<file path="src/rtl/uart_rx_fifo_if.sv">
// uart_rx_fifo_if -- bundles the receiver-side write inputs, the consumer
// read handshake and the status outputs of uart_rx_fifo.
// Optional: define UART_RX_FIFO_OVF_CNT_EN to carry the 8-bit ovf_count.
interface uart_rx_fifo_if #(
    parameter int DATA_WIDTH = 8,
    parameter int DEPTH_LOG2 = 4
);
    logic [DATA_WIDTH-1:0] rx_data;
    logic                  rx_finished;
    logic                  rd_en;
    logic                  clr_ovf;
    logic [DATA_WIDTH-1:0] rd_data;
    logic                  rd_valid;
    logic                  empty;
    logic                  full;
    logic [DEPTH_LOG2:0]   count;
    logic                  overflow;
`ifdef UART_RX_FIFO_OVF_CNT_EN
    logic [7:0]            ovf_count;
`endif

    // Producer/consumer side: drives receiver byte, read request and clear
    modport master (
        output rx_data, rx_finished, rd_en, clr_ovf,
        input  rd_data, rd_valid, empty, full, count, overflow
`ifdef UART_RX_FIFO_OVF_CNT_EN
        , input ovf_count
`endif
    );

    // FIFO side: consumes the strobes, returns data and status
    modport slave (
        input  rx_data, rx_finished, rd_en, clr_ovf,
        output rd_data, rd_valid, empty, full, count, overflow
`ifdef UART_RX_FIFO_OVF_CNT_EN
        , output ovf_count
`endif
    );
endinterface

</file>
<file path="src/rtl/uart_rx_fifo.sv">
// uart_rx_fifo -- receive FIFO behind a UART receiver. A byte is written on
// the rising edge of the receiver's is_finished level; the consumer pops the
// head with rd_en and gets it one cycle later qualified by rd_valid.
// Bytes arriving while full (and not being read) are dropped and flagged in
// the sticky overflow bit.
// Optional: define UART_RX_FIFO_OVF_CNT_EN to add a saturating 8-bit count
// of dropped bytes (ovf_count).
module uart_rx_fifo #(
    parameter int DATA_WIDTH = 8,
    parameter int DEPTH_LOG2 = 4
) (
    input  logic               clk,
    input  logic               reset_n,
    uart_rx_fifo_if.slave      bus
);
    localparam int                   DEPTH      = 1 << DEPTH_LOG2;
    localparam logic [DEPTH_LOG2:0]  FULL_COUNT = {1'b1, {DEPTH_LOG2{1'b0}}};
    localparam logic [DEPTH_LOG2:0]  CNT_ZERO   = {(DEPTH_LOG2+1){1'b0}};
    localparam logic [DEPTH_LOG2:0]  CNT_ONE    = (DEPTH_LOG2+1)'(1'b1);
    localparam logic [DEPTH_LOG2-1:0] PTR_ZERO  = {DEPTH_LOG2{1'b0}};
    localparam logic [DEPTH_LOG2-1:0] PTR_ONE   = DEPTH_LOG2'(1'b1);

    // Storage is never reset: an entry is only observable after being written
    logic [DATA_WIDTH-1:0] mem_r [0:DEPTH-1];

    logic [DEPTH_LOG2-1:0] wr_ptr_r;
    logic [DEPTH_LOG2-1:0] rd_ptr_r;
    logic [DEPTH_LOG2:0]   count_r;
    logic                  empty_r;
    logic                  full_r;
    logic [DATA_WIDTH-1:0] rd_data_r;
    logic                  rd_valid_r;
    logic                  overflow_r;
    logic                  rx_fin_d_r;

    logic                  wr_stb_s;
    logic                  rd_ok_s;
    logic                  wr_acc_s;
    logic                  drop_s;
    logic [DEPTH_LOG2:0]   count_next_s;

    // Decode the write strobe, read qualification, accept/drop and next count
    always_comb begin
        wr_stb_s     = 1'b0;
        rd_ok_s      = 1'b0;
        wr_acc_s     = 1'b0;
        drop_s       = 1'b0;
        count_next_s = count_r;

        wr_stb_s = bus.rx_finished & ~rx_fin_d_r;
        rd_ok_s  = bus.rd_en & ~empty_r;
        // A read in the same cycle frees the head slot, so a full FIFO still accepts
        wr_acc_s = wr_stb_s & (~full_r | rd_ok_s);
        drop_s   = wr_stb_s & full_r & ~rd_ok_s;

        if (wr_acc_s && !rd_ok_s) begin
            count_next_s = count_r + CNT_ONE;
        end else if (rd_ok_s && !wr_acc_s) begin
            count_next_s = count_r - CNT_ONE;
        end else begin
            count_next_s = count_r;
        end
    end

    // Pointers, occupancy and flags; empty/full are derived from the next count
    always_ff @(posedge clk) begin
        if (!reset_n) begin
            wr_ptr_r   <= PTR_ZERO;
            rd_ptr_r   <= PTR_ZERO;
            count_r    <= CNT_ZERO;
            empty_r    <= 1'b1;
            full_r     <= 1'b0;
            // Start high so a receiver already reporting finished is not a new byte
            rx_fin_d_r <= 1'b1;
        end else begin
            rx_fin_d_r <= bus.rx_finished;
            count_r    <= count_next_s;
            empty_r    <= (count_next_s == CNT_ZERO);
            full_r     <= (count_next_s == FULL_COUNT);
            if (wr_acc_s) begin
                wr_ptr_r <= wr_ptr_r + PTR_ONE;
            end
            if (rd_ok_s) begin
                rd_ptr_r <= rd_ptr_r + PTR_ONE;
            end
        end
    end

    // Byte storage write port
    always_ff @(posedge clk) begin
        if (reset_n && wr_acc_s) begin
            mem_r[wr_ptr_r] <= bus.rx_data;
        end
    end

    // Registered read port: head byte one cycle after an accepted rd_en, held otherwise
    always_ff @(posedge clk) begin
        if (!reset_n) begin
            rd_data_r  <= {DATA_WIDTH{1'b0}};
            rd_valid_r <= 1'b0;
        end else begin
            rd_valid_r <= rd_ok_s;
            if (rd_ok_s) begin
                rd_data_r <= mem_r[rd_ptr_r];
            end
        end
    end

    // Sticky overflow: a new drop outranks a clear in the same cycle
    always_ff @(posedge clk) begin
        if (!reset_n) begin
            overflow_r <= 1'b0;
        end else if (drop_s) begin
            overflow_r <= 1'b1;
        end else if (bus.clr_ovf) begin
            overflow_r <= 1'b0;
        end
    end

`ifdef UART_RX_FIFO_OVF_CNT_EN
    logic [7:0] ovf_count_r;

    // Saturating drop counter; a clear coinciding with a drop restarts at one
    always_ff @(posedge clk) begin
        if (!reset_n) begin
            ovf_count_r <= 8'd0;
        end else if (bus.clr_ovf) begin
            ovf_count_r <= drop_s ? 8'd1 : 8'd0;
        end else if (drop_s && (ovf_count_r != 8'hFF)) begin
            ovf_count_r <= ovf_count_r + 8'd1;
        end
    end

    assign bus.ovf_count = ovf_count_r;
`endif

    assign bus.rd_data  = rd_data_r;
    assign bus.rd_valid = rd_valid_r;
    assign bus.empty    = empty_r;
    assign bus.full     = full_r;
    assign bus.count    = count_r;
    assign bus.overflow = overflow_r;
endmodule

</file>
<file path="src/flat_wrapper.sv">
// flat-port wrapper written by rule: the top's interface ports become plain ports
module uart_rx_fifo_flat 
#(
    parameter int DATA_WIDTH = 8,
    parameter int DEPTH_LOG2 = 4
)
  (clk, reset_n, bus_rx_data, bus_rx_finished, bus_rd_en, bus_clr_ovf, bus_rd_data, bus_rd_valid, bus_empty, bus_full, bus_count, bus_overflow);
  uart_rx_fifo_if #(.DATA_WIDTH(DATA_WIDTH), .DEPTH_LOG2(DEPTH_LOG2)) bus_i ();
  input  logic clk;
  input  logic reset_n;
  input wire logic [$bits(bus_i.rx_data)-1:0] bus_rx_data;
  input wire logic [$bits(bus_i.rx_finished)-1:0] bus_rx_finished;
  input wire logic [$bits(bus_i.rd_en)-1:0] bus_rd_en;
  input wire logic [$bits(bus_i.clr_ovf)-1:0] bus_clr_ovf;
  output wire logic [$bits(bus_i.rd_data)-1:0] bus_rd_data;
  output wire logic [$bits(bus_i.rd_valid)-1:0] bus_rd_valid;
  output wire logic [$bits(bus_i.empty)-1:0] bus_empty;
  output wire logic [$bits(bus_i.full)-1:0] bus_full;
  output wire logic [$bits(bus_i.count)-1:0] bus_count;
  output wire logic [$bits(bus_i.overflow)-1:0] bus_overflow;
  assign bus_i.rx_data = bus_rx_data;
  assign bus_i.rx_finished = bus_rx_finished;
  assign bus_i.rd_en = bus_rd_en;
  assign bus_i.clr_ovf = bus_clr_ovf;
  assign bus_rd_data = bus_i.rd_data;
  assign bus_rd_valid = bus_i.rd_valid;
  assign bus_empty = bus_i.empty;
  assign bus_full = bus_i.full;
  assign bus_count = bus_i.count;
  assign bus_overflow = bus_i.overflow;
  uart_rx_fifo #(.DATA_WIDTH(DATA_WIDTH), .DEPTH_LOG2(DEPTH_LOG2)) u_core (.clk(clk), .reset_n(reset_n), .bus(bus_i));
endmodule
</file>
<file path="config.mk">
export PLATFORM = sky130hd
export DESIGN_NAME = uart_rx_fifo_flat
export DESIGN_NICKNAME = d
export VERILOG_FILES = /design/src/rtl/uart_rx_fifo_if.sv /design/src/rtl/uart_rx_fifo.sv /design/src/flat_wrapper.sv
export SDC_FILE = /design/constraint.sdc
export NUM_CORES = 1
export LEC_CHECK = 0
export ABC_CLOCK_PERIOD_IN_PS = 2300
export BUFFER_PORTS_ARGS = -buffer_cell sky130_fd_sc_hd__clkbuf_2
export CAP_MARGIN = 20
export CORE_MARGIN = 4
export CORE_UTILIZATION = 58
export DETAILED_ROUTE_END_ITERATION = 8
export PLACE_DENSITY = 0.87
export SKIP_LAST_GASP = 1
export SLEW_MARGIN = 10
export SYNTH_ARGS = -nofsm -noshare
export SYNTH_HDL_FRONTEND = slang
export SYNTH_SLANG_ARGS = --single-unit
</file>
<file path="constraint.sdc">
create_clock -name clk -period 2.3 [get_ports clk]
set_clock_uncertainty 0.2 [all_clocks]
set_input_delay 0.23 -clock clk [delete_from_list [all_inputs] [get_ports clk]]
set_output_delay 0.23 -clock clk [all_outputs]
set_load 0.01 [all_outputs]
</file>
### Word level (Yosys, flattened, before mapping)

Memories as Yosys holds them, arrays and structs flattened. A register that Yosys moved wholly into a read port is not among the register bits.
Cells that the tools add are included.

| storage, ports and cells | value |
|---|---|
| bits in registers | 18 |
| bits in latches | 0 |
| memory bits (writable) | 128 |
| bits in read-only memories | 0 |
| input port bits | 13 |
| output and inout port bits | 17 |
| word-level logic and storage cells | 38 |
| memories | 1 |

Memory list:

| name | words | width | read ports | clocked after memory_dff | wr ports | RTL line | text |
|---|---|---|---|---|---|---|---|
| u_core.mem_r | 16 | 8 | 1 | 1 | 1 | uart_rx_fifo.sv:24 | `logic [DATA_WIDTH-1:0] mem_r [0:DEPTH-1];` |

| cells by class | value |
|---|---|
| $add $sub $neg | 4 |
| $mul | 0 |
| div/mod/pow operators | 0 |
| order comparisons | 0 |
| equality and inequality tests | 1 |
| shift-type cells | 0 |
| mux-type cells | 6 |
| bitwise gates (word level) | 10 |
| reductions and logical operators | 8 |

Operators by type and width:

| kind | number |
|---|---|
| 5-bit 2-to-1 mux | 2 |
| 4-bit by 1-bit adder with 4-bit output (second input constant) | 2 |
| 5-bit by 1-bit adder with 5-bit output (second input constant) | 1 |
| 1-bit AND | 5 |
| 5-bit equality test (second input constant) | 1 |
| 5-bit logical NOT | 1 |
| 5-bit by 1-bit subtractor with 5-bit output (second input constant) | 1 |
| 1-bit 2-to-1 mux | 4 |
| 1-bit NOT | 4 |
| 1-bit logical AND | 3 |
| 1-bit logical NOT | 3 |
| 2-bit nonzero test | 1 |
| 1-bit bitwise OR | 1 |

### Depth between registers and ports, before layout

| logic depth | value |
|---|---|
| depth after elaboration | 9 |
| depth in mapped cells | 7 |
| depth with buffers taken out | 6 |

### Worst setup path after synthesis

No wires, ideal clock.

| timing | value |
|---|---|
| kind | register to register |
| start | reg u_core.empty_r (netlist: u_core.bus.empty) |
| end | mem u_core.mem_r[3][0] (enable) |
| library setup time | 0.370 ns |
| arrival | 1.459 ns |
| data required time | 1.730 ns |
| setup slack | 0.271 ns |
| cell stages (with the launch flop) | 6 |
| path buffers | 1 |
| period minus slack after synthesis | 2.029 ns |
| cells stage by stage | dfxtp_1 -> nand2b_1 -> buf_6 -> a21oi_2 -> nand2_1 -> nor2_1 |

| between the ends | value |
|---|---|
| longest elaborated chain between the ends | 7 |

Ends and longest elaborated chain:

| what | RTL line | text |
|---|---|---|
| start: declaration | uart_rx_fifo.sv:29 | `logic empty_r;` |
| start signal: assignment | uart_rx_fifo.sv:78 | `empty_r <= (count_next_s == CNT_ZERO);` |
| 1-bit NOT | uart_rx_fifo.sv:51 | `rd_ok_s = bus.rd_en & ~empty_r;` |
| 1-bit AND | uart_rx_fifo.sv:51 |  |
| 1-bit bitwise OR | uart_rx_fifo.sv:53 | `wr_acc_s = wr_stb_s & (~full_r \| rd_ok_s);` |
| 1-bit AND | uart_rx_fifo.sv:53 |  |
| 1-bit logical AND | uart_rx_fifo.sv:91 | `if (reset_n && wr_acc_s) begin` |
| 1-bit 2-to-1 mux | uart_rx_fifo.sv:91 |  |
| 1-bit 2-to-1 mux (not written as such) | uart_rx_fifo.sv:92 | `mem_r[wr_ptr_r] <= bus.rx_data;` |
| end: declaration | uart_rx_fifo.sv:24 |  |

Every way passes these cells.

==> out/results.ini <==
[setup_path]
reg2reg_slack_ns=0.13
cp_data_required_time_ns=2.51
rr_worst_depth=6
cp_data_arrival_time_ns=2.38
timing.critical_path.mode_cell=sky130_fd_sc_hd__a21oi_1
crit_start=u_core.rd_ptr_r[0]
critPathMaxStageDelay_ns=0.60
timing.rr.end=u_core.bus.rd_data[3]
crit_fanout=19
kind_of_end_point_of_the_critical_path=register
crit_buf_inv=1
startpoint_type=register
cp_slowest_cell=sky130_fd_sc_hd__mux4_1
path_class=reg2reg
worst_r2r_startpoint=u_core.rd_ptr_r[0]
cp_cell_sequence=buf_4 -> mux4_1 -> a22oi_1 -> a21oi_1 -> a21oi_1 -> nor2_1
crit_family=multiplexers

[timing]
worst_slew_margin_rel_pct=57.2
min_period_over_period_pct=94.3
worst_pin_slew_ns=0.639
period_needed_ns=2.17
finalHoldViolCount=0
rsz0062_at_grt=no
timing.final.max_slew_violations=0
maxClockFrequency_mhz=461
setup_viol=0
fin_hold_ws_ns=0.0613
setup_total_negative_slack_ns=0

[global_route]
grt_pass1_vias=3495
grt_pass1_wl_um=20400
grt.total_usage_pct=22.5
grt-ovfl-total=0
antenna_found_initial=0
grt_start_max_net_pins=36

[synthesis]
syn-mean-instance-area_um2=17.5
syn-cell-area_mm2=0.00612
synth_enable_flop_cells=128
netlist_instances=350
post-synth-top-area-fraction_pct=62.8
syn-num-nets=370
synth_seq_area_share_pct=71.3
netlist-cell-type-count=39
synth.area.top_cells=sky130_fd_sc_hd__edfxtp_1, sky130_fd_sc_hd__dfxtp_1, sky130_fd_sc_hd__mux4_2
postSynth.topFlopCell=sky130_fd_sc_hd__edfxtp_1
postSynth.asyncResetShare_pct=0
synth-warning-count=0
postSynthRegisterBits=154
yosys.area.top_type=sky130_fd_sc_hd__edfxtp_1

[route]
drtIter0Drc=433
wl_per_cell_um=23.4
drt_antenna_net_count=0
detailroute.via_count=3514
drc=0
drt-vias-per-instance=6.21
final_routed_wirelength_um=13200
firstDrtPassIters=5

[finish]
final-instance-count-excl-fill=566
n_antenna_cell=0
fin_nets=437
finish.utilization_pct=70.0
synthToLayoutAreaGrowth_pct=18.1
final_cell_area_mm2=0.00723
final_layout_size_suffix_gt1_share_pct=24.9

[clock_network]
number_of_instances_resized_during_post_cts_repair=0
worst_skew_pair.late_latency_ns=0.52
cts.root.buffer_cell=sky130_fd_sc_hd__clkbuf_8
post_cts.repair.setup_buffers=0
cts.path.max_buffers=2
cts_buffers=17
cts.clk_slew.worst_paths_ns=0.07
htreeDepth=4
clkSinkCount=154
tritoncts=done

[placement]
placedInstanceArea_mm2=0.00651
count_of_input_and_output_buffers=29
place_hpwl_um=7930
gpl.final_weighted_congestion=0.831
dp.cells=522

[power]
p_sw_share_pct=25.4
power_report.internal_total_mw=5.10
irDropWorstVdd_mv=0.687
power.net_switching_mw=1.74
power.share.combinational_pct=12.7
pwr_density_cell_mw_per_mm2=947
seq_power_share_pct=46.4
power_leakage_nw=2.49
clkPwrFrac_pct=40.9

[worst_hold_path]
hold_depth=5
hold_path_class=in2reg
min_delay_worst_endpoint=u_core.bus.rd_valid
min_from=bus_rd_en

[flow_run]
cap_violations=0

[die]
die_x_extent_um=111
die_footprint_mm2=0.0123
die-height_um=111
floorplan.core_area_mm2=0.0103
top_level_i_o_count=30
core.rowCount=37
start_util_pct=59.3

[run_status]
outcome=finished clean

==> power by group through the flow <==
stage / Clock (mW) / Sequential [mW] / Combinational [mW]
floorplan: 0 / 3.24 / 0.606
global placement: 0 / 3.22 / 0.815
detailed placement: 0 / 3.23 / 0.843
CTS: 2.81 / 3.17 / 0.875
global route: 2.97 / 3.18 / 0.938
finish: 2.80 / 3.17 / 0.870
==> synth_stat cells (3+ instances only) <==
master	instances
sky130_fd_sc_hd__edfxtp_1	128
sky130_fd_sc_hd__nor2_1	39
sky130_fd_sc_hd__dfxtp_1	26
sky130_fd_sc_hd__a21oi_1	19
sky130_fd_sc_hd__mux4_2	18
sky130_fd_sc_hd__a22oi_1	16
sky130_fd_sc_hd__mux4_1	14
sky130_fd_sc_hd__nand2_1	13
sky130_fd_sc_hd__ha_1	7
sky130_fd_sc_hd__inv_1	7
sky130_fd_sc_hd__buf_4	6
sky130_fd_sc_hd__xor2_1	5
sky130_fd_sc_hd__buf_6	4
sky130_fd_sc_hd__nand3_1	4
sky130_fd_sc_hd__xnor2_1	4
sky130_fd_sc_hd__and2_1	3
sky130_fd_sc_hd__buf_2	3
sky130_fd_sc_hd__nand2b_1	3
sky130_fd_sc_hd__o21ai_0	3
sky130_fd_sc_hd__or3_1	3
==> what timing repair did <==
| action | CTS | global route |
|---|---|---|
| endpoints found under the hold margin | 134 | 0 |
| hold buffers | 12 | 0 |
| endpoints found under the setup margin | 0 | 0 |
==> worst reg2reg max path, stage by stage, from the launching register on <==
cell and delay, ns:
sky130_fd_sc_hd__dfxtp_2 0.36, sky130_fd_sc_hd__buf_4 0.33, sky130_fd_sc_hd__mux4_1 0.61, sky130_fd_sc_hd__a22oi_1 0.25, sky130_fd_sc_hd__a21oi_1 0.10, sky130_fd_sc_hd__a21oi_1 0.15
sky130_fd_sc_hd__nor2_1 0.05
==> per-layer routing <==
| layer | GRT usage (%) | up-vias | wire length [um] |
|---|---|---|---|
| li1 | - | 1521 | - |
| met1 | 29.6 | 1763 | 5220 |
| met2 | 36.7 | 194 | 6600 |
| met3 | 5.08 | 36 | 1040 |
| met4 | 9.28 | 0 | 362 |
| met5 | 0 | - | 0 |
==> placed cells by master, fill, tap and decap left out, types with 12 or more instances in the layout <==
cell and n:
sky130_fd_sc_hd__edfxtp_1 128, sky130_fd_sc_hd__buf_4 23, sky130_fd_sc_hd__nor2_1 39, sky130_fd_sc_hd__clkbuf_16 16, sky130_fd_sc_hd__clkbuf_2 29, sky130_fd_sc_hd__dfxtp_1 25, sky130_fd_sc_hd__nand2_1 13, sky130_fd_sc_hd__mux4_1 14
sky130_fd_sc_hd__mux4_2 18, sky130_fd_sc_hd__a21oi_1 19, sky130_fd_sc_hd__dlygate4sd3_1 12, sky130_fd_sc_hd__a22oi_1 16
==> kinds of logic (layout without fill, tap and decap cells) <==
logic type	Yosys count	count (layout)	synth area share, %
flops	154	154	71.3
xor+xnor	9	9	1.29
buf+inv	25	105	2.72
mux	32	32	12.6
simple gates	78	78	5.99
compound gates	45	45	4.66
fa+ha+maj	7	7	1.43
==> state kept, by name, summed over array words and instances (netlist names) <==
| name | cells |
|---|---|
| u_core.rd_ptr_r | 4 |
| u_core.bus.empty | 1 |
| u_core.bus.overflow | 1 |
| u_core.bus.count | 5 |
| u_core.bus.rd_data | 8 |
| u_core.rx_fin_d_r | 1 |
| u_core.mem_r | 128 |
| u_core.wr_ptr_r | 4 |
| u_core.bus.rd_valid | 1 |
| u_core.bus.full | 1 |
==> metrics by stage <==
stage / power [mW] / setup WS [ns]
4_1_cts: 6.86 / 0.135
2_1_floorplan: 3.84 / 0.271
5_1_grt: 7.10 / 0.0272
3_5_place_dp: 4.08 / 0.185
3_3_place_gp: 4.04 / 0.223
6_report: 6.85 / 0.132
==> worst max path at each step <==
stage	cells after the start	end
global route	6	u_core.bus.rd_data[3]
floorplan	5	u_core.mem_r[3][0]
detailed placement	6	u_core.bus.rd_data[3]
global placement	6	u_core.bus.rd_data[6]
CTS	6	u_core.bus.rd_data[3]
finish	6	u_core.bus.rd_data[3]
==> layout make-up <==
type                    instances  area (um^2)
multi-input cells             171         1590
clock buffers                  17          414
well taps                     136          170
flip-flops and latches        154         4370
repair buffers                 66          478
fillers                       597         3100
inverters                       7         26.3
clock inverters                15          183
No activity file was read; power rests on OpenSTA's default activity.
